[src/rtl/mem_rd_ctrl_pkg.sv]
// Shared definitions for the memory read controller: FSM state encoding
// and timeout counter width.
package mem_rd_ctrl_pkg;

  typedef enum logic [1:0] {
    ST_IDLE  = 2'd0,
    ST_ISSUE = 2'd1,
    ST_WAIT  = 2'd2,
    ST_RESP  = 2'd3
  } state_e;

  localparam int unsigned CNT_W = 8;

endpackage

[src/rtl/mem_rd_ctrl_tmo_cnt.sv]
// WAIT-phase timeout counter. tc flags that the next enabled increment
// reaches TMO, so the controller can time out in that same cycle.
module tmo_cnt
  import mem_rd_ctrl_pkg::*;
#(
  parameter int unsigned TMO = 15
) (
  input  logic clk,
  input  logic rst,
  input  logic clr,
  input  logic en,
  output logic tc
);

  localparam logic [CNT_W-1:0] TC_VAL = CNT_W'(TMO - 1);

  logic [CNT_W-1:0] cnt_q;
  logic [CNT_W-1:0] cnt_d;

  // next count: clear wins over enable, otherwise hold
  always_comb begin
    cnt_d = cnt_q;
    if (clr) begin
      cnt_d = '0;
    end else if (en) begin
      cnt_d = cnt_q + CNT_W'(1);
    end
  end

  // count register
  always_ff @(posedge clk or posedge rst) begin
    if (rst) begin
      cnt_q <= '0;
    end else begin
      cnt_q <= cnt_d;
    end
  end

  assign tc = (cnt_q == TC_VAL);

endmodule

[src/rtl/mem_rd_ctrl.sv]
// CPU-to-memory single read controller: accepts one request, strobes the
// memory, waits for data with a timeout and returns a one-cycle response.
module mem_rd_ctrl
  import mem_rd_ctrl_pkg::*;
#(
  parameter int unsigned ADDR_W = 16,
  parameter int unsigned DATA_W = 16,
  parameter int unsigned TMO    = 15
) (
  input  logic              clk,
  input  logic              rst,
  input  logic              req_valid,
  input  logic [ADDR_W-1:0] req_addr,
  output logic              req_ready,
  input  logic              flush,
  output logic              resp_valid,
  output logic [DATA_W-1:0] resp_data,
  output logic              resp_err,
  output logic              mem_rd,
  output logic [ADDR_W-1:0] mem_addr,
  input  logic              mem_stall,
  input  logic              mem_done,
  input  logic [DATA_W-1:0] mem_data
);

  state_e            state_q, state_d;
  logic [ADDR_W-1:0] mem_addr_q, mem_addr_d;
  logic [DATA_W-1:0] resp_data_q, resp_data_d;
  logic              resp_err_q, resp_err_d;
  logic              cnt_clr;
  logic              cnt_en;
  logic              cnt_tc;

  tmo_cnt #(
    .TMO(TMO)
  ) u_tmo_cnt (
    .clk(clk),
    .rst(rst),
    .clr(cnt_clr),
    .en (cnt_en),
    .tc (cnt_tc)
  );

  // next state, address latch, response capture and counter control
  always_comb begin
    state_d     = state_q;
    mem_addr_d  = mem_addr_q;
    resp_data_d = resp_data_q;
    resp_err_d  = resp_err_q;
    cnt_clr     = 1'b0;
    cnt_en      = 1'b0;
    unique case (state_q)
      ST_IDLE: begin
        if (req_valid && !flush) begin
          if (req_addr[0]) begin
            resp_err_d  = 1'b1;
            resp_data_d = '0;
            state_d     = ST_RESP;
          end else begin
            mem_addr_d = req_addr;
            state_d    = ST_ISSUE;
          end
        end
      end
      ST_ISSUE: begin
        if (flush) begin
          state_d = ST_IDLE;
        end else if (!mem_stall) begin
          cnt_clr = 1'b1;
          state_d = ST_WAIT;
        end
      end
      ST_WAIT: begin
        if (flush) begin
          state_d = ST_IDLE;
        end else if (mem_done) begin
          // data arriving on the timeout cycle still counts as success
          resp_data_d = mem_data;
          resp_err_d  = 1'b0;
          state_d     = ST_RESP;
        end else begin
          cnt_en = 1'b1;
          if (cnt_tc) begin
            resp_err_d  = 1'b1;
            resp_data_d = '0;
            state_d     = ST_RESP;
          end
        end
      end
      ST_RESP: begin
        state_d = ST_IDLE;
      end
      default: begin
        state_d = ST_IDLE;
      end
    endcase
  end

  // controller registers
  always_ff @(posedge clk or posedge rst) begin
    if (rst) begin
      state_q     <= ST_IDLE;
      mem_addr_q  <= '0;
      resp_data_q <= '0;
      resp_err_q  <= 1'b0;
    end else begin
      state_q     <= state_d;
      mem_addr_q  <= mem_addr_d;
      resp_data_q <= resp_data_d;
      resp_err_q  <= resp_err_d;
    end
  end

  assign req_ready  = (state_q == ST_IDLE);
  assign mem_rd     = (state_q == ST_ISSUE);
  assign resp_valid = (state_q == ST_RESP);
  assign mem_addr   = mem_addr_q;
  assign resp_data  = resp_data_q;
  assign resp_err   = resp_err_q;

endmodule

[config.mk]
export PLATFORM = sky130hd
export DESIGN_NAME = mem_rd_ctrl
export DESIGN_NICKNAME = d
export VERILOG_FILES = /design/src/rtl/mem_rd_ctrl_pkg.sv /design/src/rtl/mem_rd_ctrl_tmo_cnt.sv /design/src/rtl/mem_rd_ctrl.sv
export SDC_FILE = /design/constraint.sdc
export NUM_CORES = 1
export LEC_CHECK = 0
export BUFFER_PORTS_ARGS = -buffer_cell sky130_fd_sc_hd__buf_2
export CAP_MARGIN = 20
export CORE_ASPECT_RATIO = 2
export CORE_MARGIN = 2
export CORE_UTILIZATION = 44
export DETAILED_ROUTE_END_ITERATION = 6
export GPL_TIMING_DRIVEN = 0
export PLACE_DENSITY_LB_ADDON = 0.15
export SLEW_MARGIN = 25
export SYNTH_ARGS = -nofsm -noshare
export SYNTH_HDL_FRONTEND = slang
export SYNTH_SLANG_ARGS = --single-unit
[constraint.sdc]
create_clock -name clk -period 1.8 [get_ports clk]
set_clock_uncertainty 0.1 [all_clocks]
set_input_delay 0.18 -clock clk [delete_from_list [all_inputs] [get_ports clk]]
set_output_delay 0.18 -clock clk [all_outputs]
set_load 0.02 [all_outputs]
# Yosys cells after proc, flatten, opt, wreduce, memory -nomap -nowiden
# Cells that the tools add are included.
# totals
inputBits	38
out_inout_bits	36
wordCells	53
reg_bits	42
# op_classes
n_bitwise	1
n_eq_ne	10
n_reduce_logical	8
mux	28
n_addsub	1
# op_table
op	n
2-to-1 mux 16 bit	5
case mux 16 bit (2 select lines)	1
2-to-1 mux 8 bit	2
2-to-1 mux 2 bit	7
2-to-1 mux 1 bit	11
adder 8 x 1 -> 8 bit (second input constant)	1
equality test 8 x 4 -> 1 bit (second input constant)	1
case mux 2 bit (4 select lines)	1
inequality test 3 bit (second input constant)	2
AND reduction 3 bit	2
AND reduction 5 bit	1
equality test 2 bit (second input constant)	2
inequality test 2 bit (second input constant)	2
inequality test 4 bit (second input constant)	1
nonzero test 2 bit	2
equality test 2 x 1 -> 1 bit (second input constant)	1
zero test 2 bit	1
inequality test 2 x 1 -> 1 bit (second input constant)	1
case mux 1 bit (2 select lines)	1
logical AND 1 bit	1
zero test 1 bit	1
inverter 1 bit	1

# Logic depth before layout (Yosys ltp)
# depth
ltp_word	5
mapped_depth	7
ltp_nobuf	5

# Modules after synthesis
# Synthesis repeated with hierarchy kept, for this count alone.
# hier_totals
hier_cells	169
area_unflattened_um2	1953.1
# by_module_without_submodules
module	seq_area_each_um2	area_per_inst_um2	instances	cells_each
mem_rd_ctrl	850.8	1526.5	1	127
tmo_cnt	200.2	426.7	1	42

# Worst setup path after synthesis
# No wires, ideal clock.
# synth_path
path_type	reg-to-reg
start	register state_q[0]
end	register mem_addr_q[15], in the netlist mem_addr[15]
slack_ns	-0.246
arrival_time_ns	1.821
synth_period_minus_slack_ns	2.046
n_path_buf	3
required_ns	1.575
setup_time_ns	0.125
path_stages_with_launch	7
path_cell_list	dfrtp_1 > buf_2 > nor2_1 > and3_1 > clkbuf_1 > buf_2 > mux2_2
# synth_via
elab_chain_cells	2
# synth_lines
item	line	text
start: declaration	mem_rd_ctrl.sv:26	state_e state_q, state_d;
start signal: assignment	mem_rd_ctrl.sv:107	state_q <= state_d;
zero test 2 bit	n/a	
via req_ready	mem_rd_ctrl.sv:14	output logic req_ready,
AND reduction 3 bit (no source line)	n/a	
end signal: assignment	mem_rd_ctrl.sv:108	mem_addr_q <= mem_addr_d;
end: declaration	mem_rd_ctrl.sv:27	logic [ADDR_W-1:0] mem_addr_q, mem_addr_d;
# The timed path passes the listed nets, and every way through them passes these cells.
# A chain may end at the register's enable or synchronous reset.

# Final worst setup path
# layout_path
start	register u_tmo_cnt.cnt_q[0]
end	register resp_data_q[15], in the netlist resp_data[15]
# layout_via
elab_chain_cells	3
# layout_lines
item	line	text
start: declaration	mem_rd_ctrl_tmo_cnt.sv:17	logic [CNT_W-1:0] cnt_q;
start signal: assignment	mem_rd_ctrl_tmo_cnt.sv:35	cnt_q <= cnt_d;
equality test 8 x 4 -> 1 bit	mem_rd_ctrl_tmo_cnt.sv:39	assign tc = (cnt_q == TC_VAL);
inequality test 3 bit (no source line)	n/a	
AND reduction 5 bit (no source line)	n/a	
end signal: assignment	mem_rd_ctrl.sv:109	resp_data_q <= resp_data_d;
end: declaration	mem_rd_ctrl.sv:28	logic [DATA_W-1:0] resp_data_q, resp_data_d;
# No other way between the ends.

==> summary.txt <==
Run status
  – Status: finished, violations left
  – Failing checks: negative setup slack

Logic synthesis
  – Mapped Area: 1970 sq um
  – Sequential cell area fraction in the yosys report: 0.532
  – Yosys cell types: 39
  – Synth Flop Type: dfrtp_1
  – Yosys synthesis warning count: 0
  – Synthesized instance count: between 150 and 200
  – Post-synth EDFFs: 0
  – Yosys reg bits: 42
  – Net Count, Synth: about 200
  – Post-synthesis average cell area: roughly 12 sq um
  – Ys async rst share: 1.00

Routing
  – Vias per cell: between 5 and 6
  – DRT antenna net count: 0
  – Vias: between 1.5k and 2k
  – Drt first pass iters: 4
  – Remaining DRCs: 0
  – Drt initial violations: 17
  – DRT Wirelength: roughly 4700 um
  – Wire per inst: roughly 15 um

Floorplanning
  – Die area: ~5100 sq um
  – # IOs: 74
  – Row count: 34
  – Core area: 4340 sq um
  – Die Y: roughly 100 um
  – Starting density of the core: 0.455
  – Die W: about 51 um

Global routing
  – Largest net degree at the start of global routing: 24
  – Gr usage total: 0.197
  – GRT overflow: 0
  – First-pass GRT wire length: between 7000 and 8000 um
  – Vias in the first global route: about 1.7k
  – Initial antenna violation count: 0

STA
  – Unrepaired setup endpoints after global routing: yes
  – Final WS setup: -0.255 ns
  – Period utilization: 1.14
  – Final Hold Vio Count: 0
  – Tmin final: approximately 2 ns
  – Setup TNS: -3.56 ns
  – F_max: roughly 490 MHz
  – Worst hold slack: a little under 0.008 ns
  – Setup violators final: 18
  – Slew Viols, Final: 0

Placed design
  – GP Congestion: around 0.82
  – Post-detail-place hpwl: 3320 um
  – Pre-CTS WS: -0.297 ns
  – PortBufs: 72

Finish
  – Commonest non-fill, non-tap cells in the layout: buf_2, dfrtp_1, o21a_1
  – Area delta synth->final: 40.5%
  – Number of nets in the layout: ~290
  – Share of cells above drive strength 1: 0.563
  – # diodes: 0
  – Most common cell after layout, fill and taps aside: buf_2
  – Fin util: 0.639

Critical path
  – Crit path max fanout: 10
  – Worst setup SP type: register
  – Critical Path AT: between 2 and 2.5 ns
  – CP Class: reg -> reg
  – Critical path endpoint category: register
  – FF-to-FF Start: u_tmo_cnt.cnt_q[0]$_DFFE_PP0P_
  – Worst Path Required: 1.88 ns
  – Worst setup path end: resp_data[15]$_DFFE_PP0P_
  – Critical path origin: u_tmo_cnt.cnt_q[0]$_DFFE_PP0P_
  – Setup slack, reg-to-reg: -0.26 ns
  – R2r endpoint: resp_data[15]$_DFFE_PP0P_
  – R2r worst-path depth: 7

Clock tree
  – Clk slew on worst S/H paths: about 0.09 ns
  – Clock Sink Count: between 40 and 50
  – Clk Latency, worst-skew pair: a little under 0.3 ns
  – Clock buffer depth: 2
  – Number of H-tree levels: 2
  – Num CTS Buffers: 5
  – CTS tree: done
  – Root Driver: clkbuf_8

Power and ir drop
  – PD cells: ~1300 nW/um^2
  – LEAKAGE: roughly 1.4 nW
  – Worst vdd rail ir drop: ~0.00072 V
  – Overall power: 3.55 mW

Flow run
  – Max cap viols: 0

Hold path
  – Hold crit path type: in -> reg
-- registers in the layout, indices dropped and copies added, names as in the netlist --
register	cells
state_q	2
resp_data	16
mem_addr	15
u_tmo_cnt.cnt_q	8
resp_err	1
-- worst max-delay path, stage by stage (launching register included) --
cell	delay [ns]
dfrtp_1	0.41
inv_2	0.09
ha_4	0.13
or4b_4	0.46
o21a_1	0.19
buf_6	0.14
buf_8	0.13
a221o_1	0.29
-- logic make-up (layout without fill, tap and decap cells) --
kind of cell | Yosys count | count (layout) | synth area share
AOI/OAI and AO/OA | 45 | 45 | 0.188
DFF | 42 | 42 | 0.532
and+or+nand+nor | 35 | 35 | 0.106
buffers and inverters | 20 | 108 | 0.0532
muxes | 18 | 18 | 0.101
adders and majority gates | 2 | 2 | 0.0127
other | 1 | 1 | 0.00190
xor gates and xnor gates | 1 | 1 | 0.00444
-- area by class of cell --
type / count / area [sq um]
buffer: 12 / 115
clock buffer: 5 / 68.8
clock inverter: 3 / 68.8
fill: 382 / 1570
inverter: 7 / 26.3
multi-input combinational: 102 / 918
sequential: 42 / 1050
tap: 54 / 67.6
timing repair buffer: 81 / 458
-- worst min-delay path by stage --
stage,from,end,slack [ns],depth (start not counted)
6_report,mem_data[9],resp_data[9]$_DFFE_PP0P_,0.008,2
5_1_grt,req_addr[13],mem_addr[13]$_DFFE_PP0P_,0.003,2
3_5_place_dp,rst,mem_addr[4]$_DFFE_PP0P_,0.13,2
3_3_place_gp,mem_data[10],resp_data[10]$_DFFE_PP0P_,0.31,2
4_1_cts,mem_data[4],resp_data[4]$_DFFE_PP0P_,0.0006,2
2_1_floorplan,flush,state_q[1]$_DFFE_PP0P_,0.15,1
-- power breakdown --
part | switching, mW | internal (mW) | total [mW]
Sequential | 0.177 | 1.20 | 1.38
Combinational | 0.683 | 0.592 | 1.28
Clock | 0.336 | 0.556 | 0.892
-- cell usage after synthesis, drive strengths merged, types with 2 or more instances --
cell,instances,share of area
dfrtp,42,0.53
o21a,17,0.065
a221o,16,0.086
mux2,15,0.086
buf,7,0.029
inv,7,0.013
clkbuf,6,0.011
nand2,6,0.011
a21oi,5,0.013
nor2,5,0.0095
mux2i,3,0.015
nor3,3,0.0076
or4b,3,0.015
ha,2,0.013
nand2b,2,0.0063
nor3b,2,0.0076
o21ai,2,0.0051
o31ai,2,0.0076
or2,2,0.0063
or3,2,0.0063
or4,2,0.0076
-- routing by layer --
layer  routed length, um  part of all wire  global-route usage  up-vias
met2                2620              0.56               0.362       53
li1                    -                 -                   -      780
met3                 213             0.045              0.0273       12
met4                 116             0.025              0.0850        0
met5                   0                 0                   0        -
met1                1760              0.37               0.214      799
-- per-stage QoR --
step / area [sq um] / cells
after floorplan: 1990 / 164
after global placement: 2410 / 290
after detailed placement: 2440 / 291
after CTS: 2700 / 305
after global routing: 2770 / 306
final: 2770 / 306
-- repair_timing --
item | 4_1_cts | 5_1_grt
pin swaps | 4 | 11
gates resized for setup | 18 | 20
gates cloned | 0 | 0
endpoints found under the setup margin | 23 | 36
hold buffers | 1 | 0
setup buffers | 5 | 2
endpoints found under the hold margin | 19 | 0
Note: power is estimated with default switching activity, not from simulation.
